**src/rtl/shift_pipe_n.sv**
```systemverilog
// Pipelined barrel shifter (SRL/SLL/SRA/ROL) with valid/ready handshake and zero flag.
// The log2(WIDTH) mux levels are spread across STAGES register stages, earliest stages first.
module shift_pipe_n #(
   parameter int unsigned WIDTH   = 32,
   parameter int unsigned SHAMT_W = 32,
   parameter int unsigned STAGES  = 2
) (
   input  logic               CLK,
   input  logic               RST,
   input  logic               IN_VALID,
   output logic               IN_READY,
   input  logic [WIDTH-1:0]   D,
   input  logic [SHAMT_W-1:0] S,
   input  logic [1:0]         MODE,
   output logic               OUT_VALID,
   input  logic               OUT_READY,
   output logic [WIDTH-1:0]   Y,
   output logic               ZERO
);

   localparam int unsigned LVLS   = $clog2(WIDTH);
   localparam int unsigned LIDX_W = $clog2(LVLS);
   localparam int unsigned BASE   = LVLS / STAGES;
   localparam int unsigned REM    = LVLS % STAGES;

   typedef enum logic [1:0] {
      M_SRL = 2'b00,
      M_SLL = 2'b01,
      M_SRA = 2'b10,
      M_ROL = 2'b11
   } mode_e;

   // First mux level handled by stage stg; the first REM stages take one extra level.
   function automatic int unsigned lvl_first(input int unsigned stg);
      return stg * BASE + ((stg < REM) ? stg : REM);
   endfunction

   // Apply mux levels lo..hi-1 of the shift; each level shifts by 2**k when amt[k] is set.
   function automatic logic [WIDTH-1:0] shift_levels(
      input logic [WIDTH-1:0] d,
      input logic [LVLS-1:0]  amt,
      input mode_e            m,
      input int unsigned      lo,
      input int unsigned      hi
   );
      logic [WIDTH-1:0] v;
      v = d;
      for (int unsigned k = 0; k < LVLS; k++) begin
         if (k >= lo && k < hi && amt[LIDX_W'(k)]) begin
            case (m)
               M_SRL:   v = v >> (1 << k);
               M_SLL:   v = v << (1 << k);
               M_SRA:   v = $signed(v) >>> (1 << k);
               default: v = (v << (1 << k)) | (v >> (WIDTH - (1 << k)));
            endcase
         end
      end
      return v;
   endfunction

   // Out-of-range amounts; SRA keeps the sign in the MSB through every level, so it is the fill.
   function automatic logic [WIDTH-1:0] saturate(
      input logic [WIDTH-1:0] v,
      input mode_e            m,
      input logic             sat
   );
      if (!sat) begin
         return v;
      end
      case (m)
         M_SRL, M_SLL: return '0;
         M_SRA:        return {WIDTH{v[WIDTH-1]}};
         default:      return v;
      endcase
   endfunction

   logic                           w_adv;
   logic                           w_sat0;
   logic [LVLS-1:0]                w_amt0;
   logic [STAGES-1:0][WIDTH-1:0]   w_in_data;
   logic [STAGES-1:0][LVLS-1:0]    w_in_amt;
   logic [STAGES-1:0][1:0]         w_in_mode;
   logic [STAGES-1:0]              w_in_sat;
   logic [STAGES-1:0]              w_in_vld;

   // Single global advance: the whole pipe moves whenever the output slot can be refilled.
   assign w_adv    = OUT_READY || !OUT_VALID;
   assign IN_READY = w_adv;

   if (SHAMT_W > LVLS) begin : g_sat
      assign w_sat0 = |S[SHAMT_W-1:LVLS];
      assign w_amt0 = S[LVLS-1:0];
   end else begin : g_nosat
      assign w_sat0 = 1'b0;
      assign w_amt0 = LVLS'(S);
   end

   assign w_in_data[0] = D;
   assign w_in_amt[0]  = w_amt0;
   assign w_in_mode[0] = MODE;
   assign w_in_sat[0]  = w_sat0;
   assign w_in_vld[0]  = IN_VALID;

   for (genvar s = 0; s < STAGES; s++) begin : g_stage
      localparam int unsigned LO = lvl_first(s);
      localparam int unsigned HI = lvl_first(s + 1);

      logic [WIDTH-1:0] w_shift;

      assign w_shift = shift_levels(w_in_data[s], w_in_amt[s], mode_e'(w_in_mode[s]), LO, HI);

      if (s < STAGES - 1) begin : g_mid
         logic [WIDTH-1:0] r_data;
         logic [LVLS-1:0]  r_amt;
         logic [1:0]       r_mode;
         logic             r_sat;
         logic             r_vld;

         // Payload only loads for real operations so bubbles leave stale data untouched.
         always_ff @(posedge CLK) begin
            if (!RST) begin
               r_vld  <= 1'b0;
               r_data <= '0;
               r_amt  <= '0;
               r_mode <= 2'b00;
               r_sat  <= 1'b0;
            end else if (w_adv) begin
               r_vld <= w_in_vld[s];
               if (w_in_vld[s]) begin
                  r_data <= w_shift;
                  r_amt  <= w_in_amt[s];
                  r_mode <= w_in_mode[s];
                  r_sat  <= w_in_sat[s];
               end
            end
         end

         assign w_in_data[s+1] = r_data;
         assign w_in_amt[s+1]  = r_amt;
         assign w_in_mode[s+1] = r_mode;
         assign w_in_sat[s+1]  = r_sat;
         assign w_in_vld[s+1]  = r_vld;
      end else begin : g_last
         logic [WIDTH-1:0] w_res;
         logic [WIDTH-1:0] r_y;
         logic             r_zero;
         logic             r_vld;

         assign w_res = saturate(w_shift, mode_e'(w_in_mode[s]), w_in_sat[s]);

         // Output register; Y and ZERO hold across bubbles and stalls.
         always_ff @(posedge CLK) begin
            if (!RST) begin
               r_vld  <= 1'b0;
               r_y    <= '0;
               r_zero <= 1'b1;
            end else if (w_adv) begin
               r_vld <= w_in_vld[s];
               if (w_in_vld[s]) begin
                  r_y    <= w_res;
                  r_zero <= (w_res == '0);
               end
            end
         end

         assign Y         = r_y;
         assign ZERO      = r_zero;
         assign OUT_VALID = r_vld;
      end
   end

endmodule

```
**config.mk**
```make
export PLATFORM = sky130hd
export DESIGN_NAME = shift_pipe_n
export DESIGN_NICKNAME = d
export VERILOG_FILES = /design/src/rtl/shift_pipe_n.sv
export SDC_FILE = /design/constraint.sdc
export NUM_CORES = 1
export LEC_CHECK = 0
export BUFFER_PORTS_ARGS = -buffer_cell sky130_fd_sc_hd__buf_2
export CORE_UTILIZATION = 55
export DETAILED_ROUTE_END_ITERATION = 16
export GPL_ROUTABILITY_DRIVEN = 0
export PLACE_DENSITY = 0.78
export SLEW_MARGIN = 20
export SYNTH_ARGS = -nofsm -noshare
export SYNTH_HDL_FRONTEND = slang
export SYNTH_SLANG_ARGS = --single-unit
```
**constraint.sdc**
```tcl
create_clock -name CLK -period 5.27 [get_ports CLK]
set_clock_uncertainty 0.2 [all_clocks]
set_input_delay 0.7905 -clock CLK [delete_from_list [all_inputs] [get_ports CLK]]
set_output_delay 0.7905 -clock CLK [all_outputs]
set_load 0.01 [all_outputs]
```
# Yosys cells after proc, flatten, opt, wreduce, memory -nomap -nowiden
# Index checks and enable logic that the tools add are counted.
[word_totals]
reg_bits = 75
in_bits = 70
output_inout_bits = 35
elab_cells = 38
[op_classes]
eq_ne = 4
mux = 12
n_bitwise = 5
n_reduce_logical = 9
[op_table]
columns = ["operator", "count"]
rows = [
  ["$pmux W32 S3", 5],
  ["$mux W32", 6],
  ["$pmux W32 S2", 1],
  ["$logic_not A32 Y1", 1],
  ["$or A32 B1 Y32", 1],
  ["$or A32 B16 Y32", 1],
  ["$or A32 B2 Y32", 1],
  ["$or A32 B4 Y32", 1],
  ["$or A32 B8 Y32", 1],
  ["$reduce_or A27 Y1", 1],
  ["$eq A2 B1 Y1 const B", 2],
  ["$eq A2 B2 Y1 const B", 2],
  ["$logic_not A2 Y1", 2],
  ["$reduce_and A2 Y1", 2],
  ["$reduce_or A2 Y1", 1],
  ["$logic_not A1 Y1", 1],
  ["$logic_or A1 B1 Y1", 1],
]

# Longest topological paths before layout
# Gate-level depths: netlist of the first run.
[logic_depth]
depth_word = 9
ltp_mapped = 10
ltp_nobuf = 7

# Least setup slack after synthesis of the first run
# OpenSTA, ideal clock, no wires.
[synth_timing]
path_type = "input to register"
from = "in MODE[0]"
to = "reg g_stage[0].g_mid.r_data[19]"
setup_ps = 132
t_arrival_ps = 2325
t_required_ps = 4938
path_slack_ps = 2613
cell_stages = 7
n_path_buf = 2
path_cell_list = "buf_2 -> buf_4 -> mux2_2 -> o21a_1 -> mux4_2 -> a21oi_1 -> a21oi_1"
[synth_via]
elab_chain_len = 9
elab_cells_between_ends = 11
cone_classes = "2 x eq/ne; 6 x mux; 2 x bitwise; 1 x reduce/logical"
[synth_rtl]
columns = ["element", "line", "text"]
rows = [
  ["start: declaration", "14", "input logic [1:0] MODE,"],
  ["$eq A2 B2 Y1 (tied with other cells)", "50", "case (m)"],
  ["$pmux W32 S3", "50", ""],
  ["$mux W32", "49", "if (k >= lo && k < hi && amt[LIDX_W'(k)]) begin"],
  ["$or A32 B2 Y32", "54", "default: v = (v << (1 << k)) | (v >> (WIDTH - (1 << k)));"],
  ["$pmux W32 S3", "50", ""],
  ["$mux W32", "49", ""],
  ["$or A32 B4 Y32", "54", ""],
  ["$pmux W32 S3", "50", ""],
  ["$mux W32 (*)", "49", ""],
  ["end signal: assignment", "130", "r_data <= w_shift;"],
  ["end: declaration", "113", "logic [WIDTH-1:0] r_data;"],
]
# Mark *: on every way between the ends. The rest lies on a longest branch, timed or not.
# A chain may end at the register's enable or synchronous reset.

# Final worst setup path of the first run
[layout_timing]
from = "reg g_stage[0].g_mid.r_amt[4]"
to = "reg g_stage[1].g_last.r_zero (netlist: ZERO)"
[layout_via]
elab_chain_len = 4
[layout_rtl]
columns = ["element", "line", "text"]
rows = [
  ["start: declaration", "114", "logic [LVLS-1:0] r_amt;"],
  ["start signal: assignment", "131", "r_amt <= w_in_amt[s];"],
  ["$mux W32 (*)", "49", ""],
  ["$pmux W32 S2", "70", "case (m)"],
  ["$mux W32 (*)", "70", ""],
  ["$logic_not A32 Y1 (*)", "161", "r_zero <= (w_res == '0);"],
  ["end signal: assignment", "161", ""],
  ["end: declaration", "146", "logic r_zero;"],
]
# Marked as above.

==> summary.md, run 1 <==
| Metric | Value |
|---|---|
| TritonCTS Buffers | 9 |
| Clock sink total | 72 |
| Area Overhead vs Synth | 10.1% |
| Most frequent cells in the layout | buf_2, nor2_1, a21oi_1 |
| Final hold slack | 0.292 ns |
| Ys flop type | dfxtp_1 |
| Die X-Extent | 110 microns |
| RSZ-0062 raised after global routing | false |
| Core Area | 0.0114 sq mm |
| Die H | ~110 microns |
| Reg power frac | 0.367 |
| Max Slew Vio Count | 0 |
| P_int | 1.15 mW |
| Status | complete, no violations |
| Ys async rst share | 0 |
| Antenna Nets Post-Route | 0 |
| Initial DRT Pass Iterations | 5 |
| DRT iter0 DRCs | 835 |
| Critical path class | flip-flop to flip-flop |
| Largest cells by area after synthesis | dfxtp_1, mux2i_1, a21oi_1, mux4_2, nor2_1 |
| Detailed Route WL | 19300 microns |
| Vias in the first global route | 6010 |
| Die area | 0.0122 sq mm |
| GR Overflow Total | 0 |
| Sw power | about 0.62 mW |
| CTS Buffer Depth | 2 |
| Setup TNS | 0 ns |
| Max rail drop VDD | approximately 0.17 mV |
| Worst path max stage delay | about 0.90 ns |
| Pleak | 2.92 nW |
| Critical path peak fanout | 20 |
| Initial core utilization | 0.566 |
| CP bufs+invs | 1 |
| Arr. time, crit path | 3.34 ns |
| Final Cycle Share | 0.639 |
| Placed Cells | ~990 |
| WP data required | 5.24 ns |
| Synth Area per Inst | 7.88 sq um |
| Post-synth top area share | 0.223 |
| Post-Layout Cell Count | 1008 |
| Post-Syn Area | 0.00646 sq mm |
| P per Cell Area | 249 mW/mm^2 |
| Maxcap violations | 0 |
| Commonest non-fill, non-tap cell in the layout | buf_2 |
| Gate count after technology mapping | 820 |
| Syn. warnings | 0 |
| Post-CTS Hold Buffers | 0 |
| # DRC | 0 |
| Via count | 6801 |
| Fin util | 0.623 |
| Sw frac | 0.349 |
| Port Buf Inserts | between 100 and 150 |
| Layout cells sized above 1 | 0.231 |
| Final period demand of the worst path | approximately 3.4 ns |
| Placed Instance Area | 0.00683 sq mm |
| Comb power frac | 0.309 |
| Yosys reg bits | around 70 |
| CP delay by family, top | compound AO/OA/AOI/OAI gates |
| Dominant cell type by area after synthesis | dfxtp_1 |
| Final net count | 930 |
| Antenna violations before repair | 0 |
| Yosys cell types | 66 |
| Crit end category | flip-flop |
| Min-delay worst type | flip-flop to flip-flop |
| Slowest stage cell, crit path | a211oi_1 |
| Final Hold Viols | 0 |
| Largest net degree at the start of global routing | 74 |
| Number of diodes | 0 |
| Syn nets | 890 |
| Core Rows | 39 |
| I/O Pins | about 110 |
| Clock network power share | 0.324 |
| Achievable frequency | 297 MHz |
| H-tree levels | 3 |
| Post_cts resized | 0 |
| Cell Chain, Critical Path | clkinv_1, a211oi_1, a22oi_1, nor4b_1, nand4_1, o311ai_2 |
| Post-DR wirelength/cell | 19.2 microns |
| Worst setup SP type | flip-flop |
| TritonCTS clock tree | done |
| Finished Cell Area | 0.00712 sq mm |
| Tightest Pin Transition | 1.01 ns |
| Worst-path clk slew | approximately 0.06 ns |
| Root Driver | clkbuf_16 |
| Worst-skew pair later-pin latency | 0.34 ns |
| Slew Limit Headroom | 0.322 |
| Detailed Place HPWL | 14000 microns |
| Gr usage total | 0.326 |
| First-pass GRT wire length | just over 30000 microns |
| Vias per cell | 6.75 |
| Post-synth EDFFs | 0 |
| # setup viols final | 0 |
| Post-CTS setup buffers | 0 |
| Sequential area share after synthesis | 0.223 |
area by class of cell:
cell class	count	area (sq um)
flip-flops and latches	72	1450
inverters	10	37.5
fillers	1041	4300
clock buffers	10	239
repair buffers	112	586
clock inverters	6	43.8
well taps	143	179
multi-input cells	655	4590
sequential cells by signal (all words and copies together), names as in the netlist:
register              flops
Y                        32
g_stage.g_mid.r_data     32
g_stage.g_mid.r_amt       2
g_stage.g_mid.r_mode      2
OUT_VALID                 1
ZERO                      1
g_stage.g_mid.r_sat       1
g_stage.g_mid.r_vld       1
Yosys cell counts (14+ instances only):
master,count
o21ai_0,56
a31oi_1,16
clkbuf_1,49
a21oi_1,83
mux4_2,18
nand3_1,14
buf_2,19
nor2_1,87
mux2_2,18
a211oi_1,25
dfxtp_1,72
mux2i_1,69
nand2_1,59
o221a_2,22
kinds of logic after synthesis:
group	after synthesis	share of synthesized area
buffers and inverters	93	0.0678
multiplexers	105	0.201
AND/OR/NAND/NOR	230	0.164
AO/OA/AOI/OAI	320	0.344
flip-flops	72	0.223
worst reg2reg max path, stage by stage, from the launching register on:
cell,delay (ns)
dfxtp_1,0.77
clkinv_1,0.47
a211oi_1,0.90
a22oi_1,0.38
nor4b_1,0.25
nand4_1,0.15
o311ai_2,0.09
metal layers:
layer,global-route usage,share of wire,vias to the layer above
li1,-,-,3229
met2,0.524,0.47,336
met1,0.435,0.41,3177
met4,0.140,0.037,0
met3,0.0453,0.081,59
met5,0,0,-
power by group through the flow:
stage | clock network [mW] | logic (mW) | registers (mW)
2_1_floorplan | 0 | 0.401 | 0.638
3_3_place_gp | 0 | 0.520 | 0.655
3_5_place_dp | 0 | 0.533 | 0.659
4_1_cts | 0.581 | 0.536 | 0.647
5_1_grt | 0.608 | 0.595 | 0.656
6_report | 0.572 | 0.547 | 0.650
worst paths after layout:
path | from | endpoint | slack [ns] | cells past startpoint
max | g_stage[0].g_mid.r_amt[4] | ZERO | 1.90 | 6
min | Y[4] | Y[4] | 0.29 | 1
max reg2reg | g_stage[0].g_mid.r_amt[4] | ZERO | 1.90 | 6
min reg2reg | Y[4] | Y[4] | 0.29 | 1
per-stage QoR:
step                worst slack (ns)  total power [mW]
global route                    1.81              1.86
CTS                             1.86              1.76
detailed placement              1.81              1.19
finish                          1.90              1.77
floorplan                       2.61              1.04
global placement                1.96              1.17
No activity file was read; power rests on OpenSTA's default activity.
==> inputs of run 2 (changes only) <==
- CORE_UTILIZATION: 55 -> 53
- PLACE_DENSITY: 0.78 -> 0.79
- clock period: 5.27 -> 2.9 ns (I/O delays scaled with it)
==> summary.md, run 2 (synthesis results as in run 1) <==
| Metric | Value |
|---|---|
| WP data required | 2.94 ns |
| Number of diodes | 0 |
| Antenna Nets Post-Route | 0 |
| Gr usage total | 0.329 |
| Commonest non-fill, non-tap cell in the layout | buf_2 |
| Arr. time, crit path | 2.83 ns |
| Area Overhead vs Synth | 17.4% |
| Clock sink total | 72 |
| Root Driver | clkbuf_16 |
| Initial DRT Pass Iterations | 6 |
| Sw frac | 0.324 |
| Worst-skew pair later-pin latency | 0.33 ns |
| # DRC | 0 |
| FF+latch area | roughly 0.0014 sq mm |
| Status | complete, no violations |
| Worst setup SP type | flip-flop |
| Placed Instance Area | 0.00724 sq mm |
| Final Cycle Share | 0.961 |
| TritonCTS Buffers | 9 |
| Layout cells sized above 1 | 0.265 |
| RSZ-0062 raised after global routing | false |
| Area of the multi-input gates | around 0.0046 sq mm |
| Worst-path clk slew | about 0.06 ns |
| Fin util | 0.650 |
| Min-delay worst type | input pin to flip-flop |
| Crit end category | flip-flop |
| Detailed Place HPWL | 15000 microns |
| Fill count | 987 |
| Pleak | 3.18 nW |
| Post-Layout Cell Count | between 1000 and 1500 |
| Placed Cells | 1033 |
| Maxcap violations | 0 |
| Die area | approximately 0.013 sq mm |
| Critical path class | flip-flop to flip-flop |
| Final Power | 3.54 mW |
| Final hold slack | 0.144 ns |
| Final net count | 971 |
| Vias per cell | 6.77 |
| Slowest stage cell, crit path | a2111oi_1 |
| Slew Limit Headroom | 0.499 |
| # setup viols final | 0 |
| Post-DR wirelength/cell | 19.5 microns |
| First-pass GRT wire length | 33400 microns |
| Tightest Pin Transition | 0.752 ns |
| Setup TNS | 0 ns |
| Reg power frac | 0.329 |
| Via count | 7099 |
| Antenna violations before repair | 0 |
| Achievable frequency | 359 MHz |
| Critical path peak fanout | 32 |
| P per Cell Area | about 470 mW/mm^2 |
| Final period demand of the worst path | 2.79 ns |
| H-tree levels | 3 |
| Max rail drop VDD | about 0.32 mV |
| Core Rows | 39 |
| Most frequent cells in the layout | buf_2, nor2_1, a21oi_1 |
| Finished Cell Area | 0.00758 sq mm |
| Port Buf Inserts | 104 |
| Core Area | between 0.01 and 0.015 sq mm |
| CTS Buffer Depth | 2 |
| Sw power | 1.15 mW |
| P_int | 2.39 mW |
| Comb power frac | 0.310 |
| Clock network power share | 0.361 |
| I/O Pins | 105 |
| Initial core utilization | 0.554 |
| GR Overflow Total | 0 |
| Placement Setup Slack | 0.145 ns |
| DRT iter0 DRCs | 1093 |
| Detailed Route WL | 20500 microns |
| Largest net degree at the start of global routing | 66 |
| Vias in the first global route | 6455 |
| Die X-Extent | roughly 110 microns |
| Die H | 112 microns |
| Worst path max stage delay | 0.50 ns |
| TritonCTS clock tree | done |
| Final Hold Viols | 0 |
| Setup ws final | 0.113 ns |
| Cell Chain, Critical Path | buf_12, and2_1, o21a_1, a22o_1, a2111oi_1, nand4_1, o311ai_2 |
| Post-CTS setup buffers | 0 |
| Max Slew Vio Count | 0 |
==> run 2: worst paths after layout <==
check / start / to / slack (ns) / cells after the start
setup / recovery: g_stage[0].g_mid.r_mode[0] / ZERO / 0.11 / 7
hold / removal: S[3] / g_stage[0].g_mid.r_amt[3] / 0.14 / 3
setup reg to reg: g_stage[0].g_mid.r_mode[0] / ZERO / 0.11 / 7
hold reg to reg: Y[4] / Y[4] / 0.29 / 1
==> run 2: critical path: cells and delay by family, from the launching register on <==
family,cells,cell delay [ns]
and+or+nand+nor,2,0.38
AOI/OAI and AO/OA,4,1.51
buffers and inverters,1,0.19
DFF,1,0.42
==> run 2: cell type report <==
cell class	count	area share
multi-input cells	655	0.604
flip-flops and latches	72	0.191
repair buffers	153	0.131
clock buffers	10	0.0302
well taps	143	0.0236
clock inverters	6	0.0152
inverters	10	0.00495
==> run 2: what timing repair did <==
item | in CTS | in global routing
endpoints found under the hold margin | 0 | 0
hold buffers | 0 | 0
gates resized for setup | 0 | 2
endpoints found under the setup margin | 0 | 1
==> run 2: power by group through the flow <==
stage / clock network [mW] / registers (mW) / logic, mW
3_5_place_dp: 0 / 1.18 / 1.06
3_3_place_gp: 0 / 1.18 / 1.05
6_report: 1.28 / 1.17 / 1.10
5_1_grt: 1.33 / 1.17 / 1.18
4_1_cts: 1.28 / 1.16 / 1.07
2_1_floorplan: 0 / 1.16 / 0.729
==> run 2: layer usage <==
metal  track usage  vias up  wire length [microns]
met1         0.446     3292                   8350
met4         0.131        0                    744
met3        0.0545       66                   2010
met2         0.523      440                   9350
li1              -     3301                      -
met5             0        -                      0
==> inputs of run 3 (changes only) <==
- ABC_AREA: not set -> 1
- CORE_UTILIZATION: 53 -> 52
- PLACE_DENSITY: 0.79 -> 0.78
- RECOVER_POWER: not set -> 100
==> summary.md, run 3 <==
| Metric | Value |
|---|---|
| Detailed Route WL | 19500 microns |
| Crit end category | flip-flop |
| Die H | 110 microns |
| Vias per cell | 5.88 |
| Post-CTS setup buffers | 0 |
| Detailed Place HPWL | between 10000 and 15000 microns |
| Reg power frac | 0.338 |
| TritonCTS clock tree | done |
| Pleak | 3.33 nW |
| Ys flop type | dfxtp_1 |
| Final net count | roughly 1200 |
| Yosys cell types | 31 |
| P_int | 2.18 mW |
| Port Buf Inserts | 104 |
| Gate count after technology mapping | 1093 |
| CP delay by family, top | simple AND/OR/NAND/NOR gates |
| Largest net degree at the start of global routing | 96 |
| Clock sink total | 72 |
| Min-delay worst type | input pin to flip-flop |
| Layout cells sized above 1 | 0.132 |
| Status | complete, no violations |
| Tightest Pin Transition | 1.13 ns |
| Final Hold Viols | 0 |
| Hold depth | 4 |
| RSZ-0062 raised after global routing | false |
| CP bufs+invs | 3 |
| Reg2reg end | Y[2] |
| Clock network power share | 0.355 |
| TritonCTS Buffers | 9 |
| Final period demand of the worst path | about 2.6 ns |
| Fin util | 0.602 |
| Post-CTS Hold Buffers | 0 |
| Max Slew Vio Count | 0 |
| Cell Chain, Critical Path | inv_2, nand3_4, nand3_1, nand2_1, nand2_1, nand2_2, nand2_1, inv_1, nand2_1, o211ai_1, inv_1 |
| GR Overflow Total | 0 |
| Post-synth EDFFs | 0 |
| Post_cts resized | 0 |
| Sw frac | 0.359 |
| Hold EP | g_stage[0].g_mid.r_vld |
| Core Area | roughly 0.011 sq mm |
| FF-to-FF path depth | 11 |
| Worst-skew pair later-pin latency | between 0.3 and 0.4 ns |
| Die area | 0.0122 sq mm |
| Initial DRT Pass Iterations | 6 |
| Antenna Nets Post-Route | 0 |
| Via count | 7638 |
| I/O Pins | 105 |
| Vias in the first global route | 6703 |
| Sw power | 1.22 mW |
| Synth Area per Inst | 5.60 sq um |
| Comb power frac | 0.307 |
| Crit Reg-Reg Startpoint | g_stage[0].g_mid.r_mode[0] |
| Most frequent cell after synthesis | nand2_1 |
| Achievable frequency | 392 MHz |
| Slowest stage cell, crit path | inv_2 |
| Worst R2R Setup Slack | 0.35 ns |
| Area Overhead vs Synth | 12.5% |
| Largest cells by area after synthesis | dfxtp_1, nand2_1, nand3_1, a21oi_1, o21ai_0 |
| Gr usage total | 0.325 |
| Leading post-synthesis cells by instance count | nand2_1, nand3_1, a21oi_1, o21ai_0, dfxtp_1 |
| Hold wc startpoint | OUT_READY |
| Final Cycle Share | 0.879 |
| Yosys reg bits | just over 70 |
| Worst path max stage delay | 0.38 ns |
| Post-synth top area share | 0.236 |
| CTS Buffer Depth | 2 |
| Worst setup SP type | flip-flop |
| Root Driver | clkbuf_16 |
| # DRC | 0 |
| Most frequent cells in the layout | nand2_1, nand3_1, a21oi_1 |
| First-pass GRT wire length | 32600 microns |
| CP dominant cell by count | nand2_1 |
| H-tree levels | 3 |
| # setup viols final | 0 |
| Post-Syn Area | 0.00612 sq mm |
| Critical path class | flip-flop to flip-flop |
| Commonest non-fill, non-tap cell in the layout | nand2_1 |
| Final Power | 3.40 mW |
| Syn nets | approximately 1200 |
| Ys async rst share | 0 |
| DRT iter0 DRCs | 942 |
| Dominant cell type by area after synthesis | dfxtp_1 |
| Sequential area share after synthesis | 0.236 |
| P per Cell Area | 494 mW/mm^2 |
| Initial core utilization | 0.536 |
| Arr. time, crit path | around 2.6 ns |
| Number of diodes | 0 |
| Worst-path clk slew | approximately 0.060 ns |
| Max rail drop VDD | between 0.3 and 0.4 mV |
| Setup TNS | 0 ns |
| Die X-Extent | 110 microns |
| Antenna violations before repair | 0 |
| Maxcap violations | 0 |
| Core Rows | 39 |
| WP data required | 2.98 ns |
| Slew Limit Headroom | 0.249 |
| Syn. warnings | 0 |
| Critical path peak fanout | 28 |
| Post-DR wirelength/cell | ~15 microns |
[run 3: changes by cell type in the layout (fill, tap and decap cells not counted), moves of 24 or more]
cell,before,now
a211oi_1,25,1
buf_2,103,67
buf_4,42,18
clkbuf_1,1,38
inv_1,8,63
mux2i_1,69,0
nand2_1,59,383
nand3_1,14,154
nor2_1,87,28
o21ai_0,56,95
or2_2,3,37
[run 3: power groups by stage]
stage / Combinational (mW) / Clock [mW] / Sequential (mW)
2_1_floorplan: 0.731 / 0 / 1.15
3_3_place_gp: 1.01 / 0 / 1.16
3_5_place_dp: 1.02 / 0 / 1.16
4_1_cts: 1.03 / 1.21 / 1.14
5_1_grt: 1.17 / 1.26 / 1.15
6_report: 1.04 / 1.21 / 1.15
[run 3: tightest hold or removal path: stages]
cell and delay, ns:
buf_2 0.07, nor2_1 0.06, nand2_1 0.05, a21oi_1 0.05
[run 3: worst max path at each step]
stage                               start                           to  depth (start not counted)
2_1_floorplan                        S[0]  g_stage[0].g_mid.r_data[27]                          9
3_3_place_gp                         S[0]  g_stage[0].g_mid.r_data[28]                          9
3_5_place_dp                         S[0]  g_stage[0].g_mid.r_data[28]                          9
4_1_cts        g_stage[0].g_mid.r_mode[0]                         ZERO                         12
5_1_grt         g_stage[0].g_mid.r_amt[3]                         Y[1]                         11
6_report       g_stage[0].g_mid.r_mode[0]                         Y[2]                         11
[run 3: through the flow]
step / cell area (sq um) / setup slack [ns] / hold WS [ns] / instances
after floorplan: 6120 / 1.01 / 0.243 / 1093
after global placement: 6620 / 0.496 / 0.251 / 1282
after detailed placement: 6620 / 0.419 / 0.261 / 1282
after CTS: 6940 / 0.531 / 0.188 / 1298
after global routing: 6880 / 0.129 / 0.216 / 1298
final: 6880 / 0.350 / 0.193 / 1298
[run 3: cells by family (layout without fill, tap and decap cells)]
family / count (synthesis) / count (layout) / synth area share
AO/OA/AOI/OAI: 248 / 248 / 0.219
AND/OR/NAND/NOR: 623 / 623 / 0.440
flip-flops: 72 / 72 / 0.236
buffers and inverters: 150 / 212 / 0.105
[run 3: area by class of cell]
cell class,instances,area (sq um)
clock inverters,7,95.1
clock buffers,9,225
multi-input cells,871,4030
inverters,70,263
well taps,143,179
repair buffers,126,643
fillers,1192,4540
flip-flops and latches,72,1440
[run 3: layer usage]
layer  GRT usage  vias up  routed length (microns)  share of wire
met1       0.461     3422                     8610           0.44
met2       0.480      422                     8230           0.42
met4       0.133        0                      647          0.033
met5           0        -                        0              0
li1            -     3738                        -              -
met3      0.0631       56                     1960           0.10
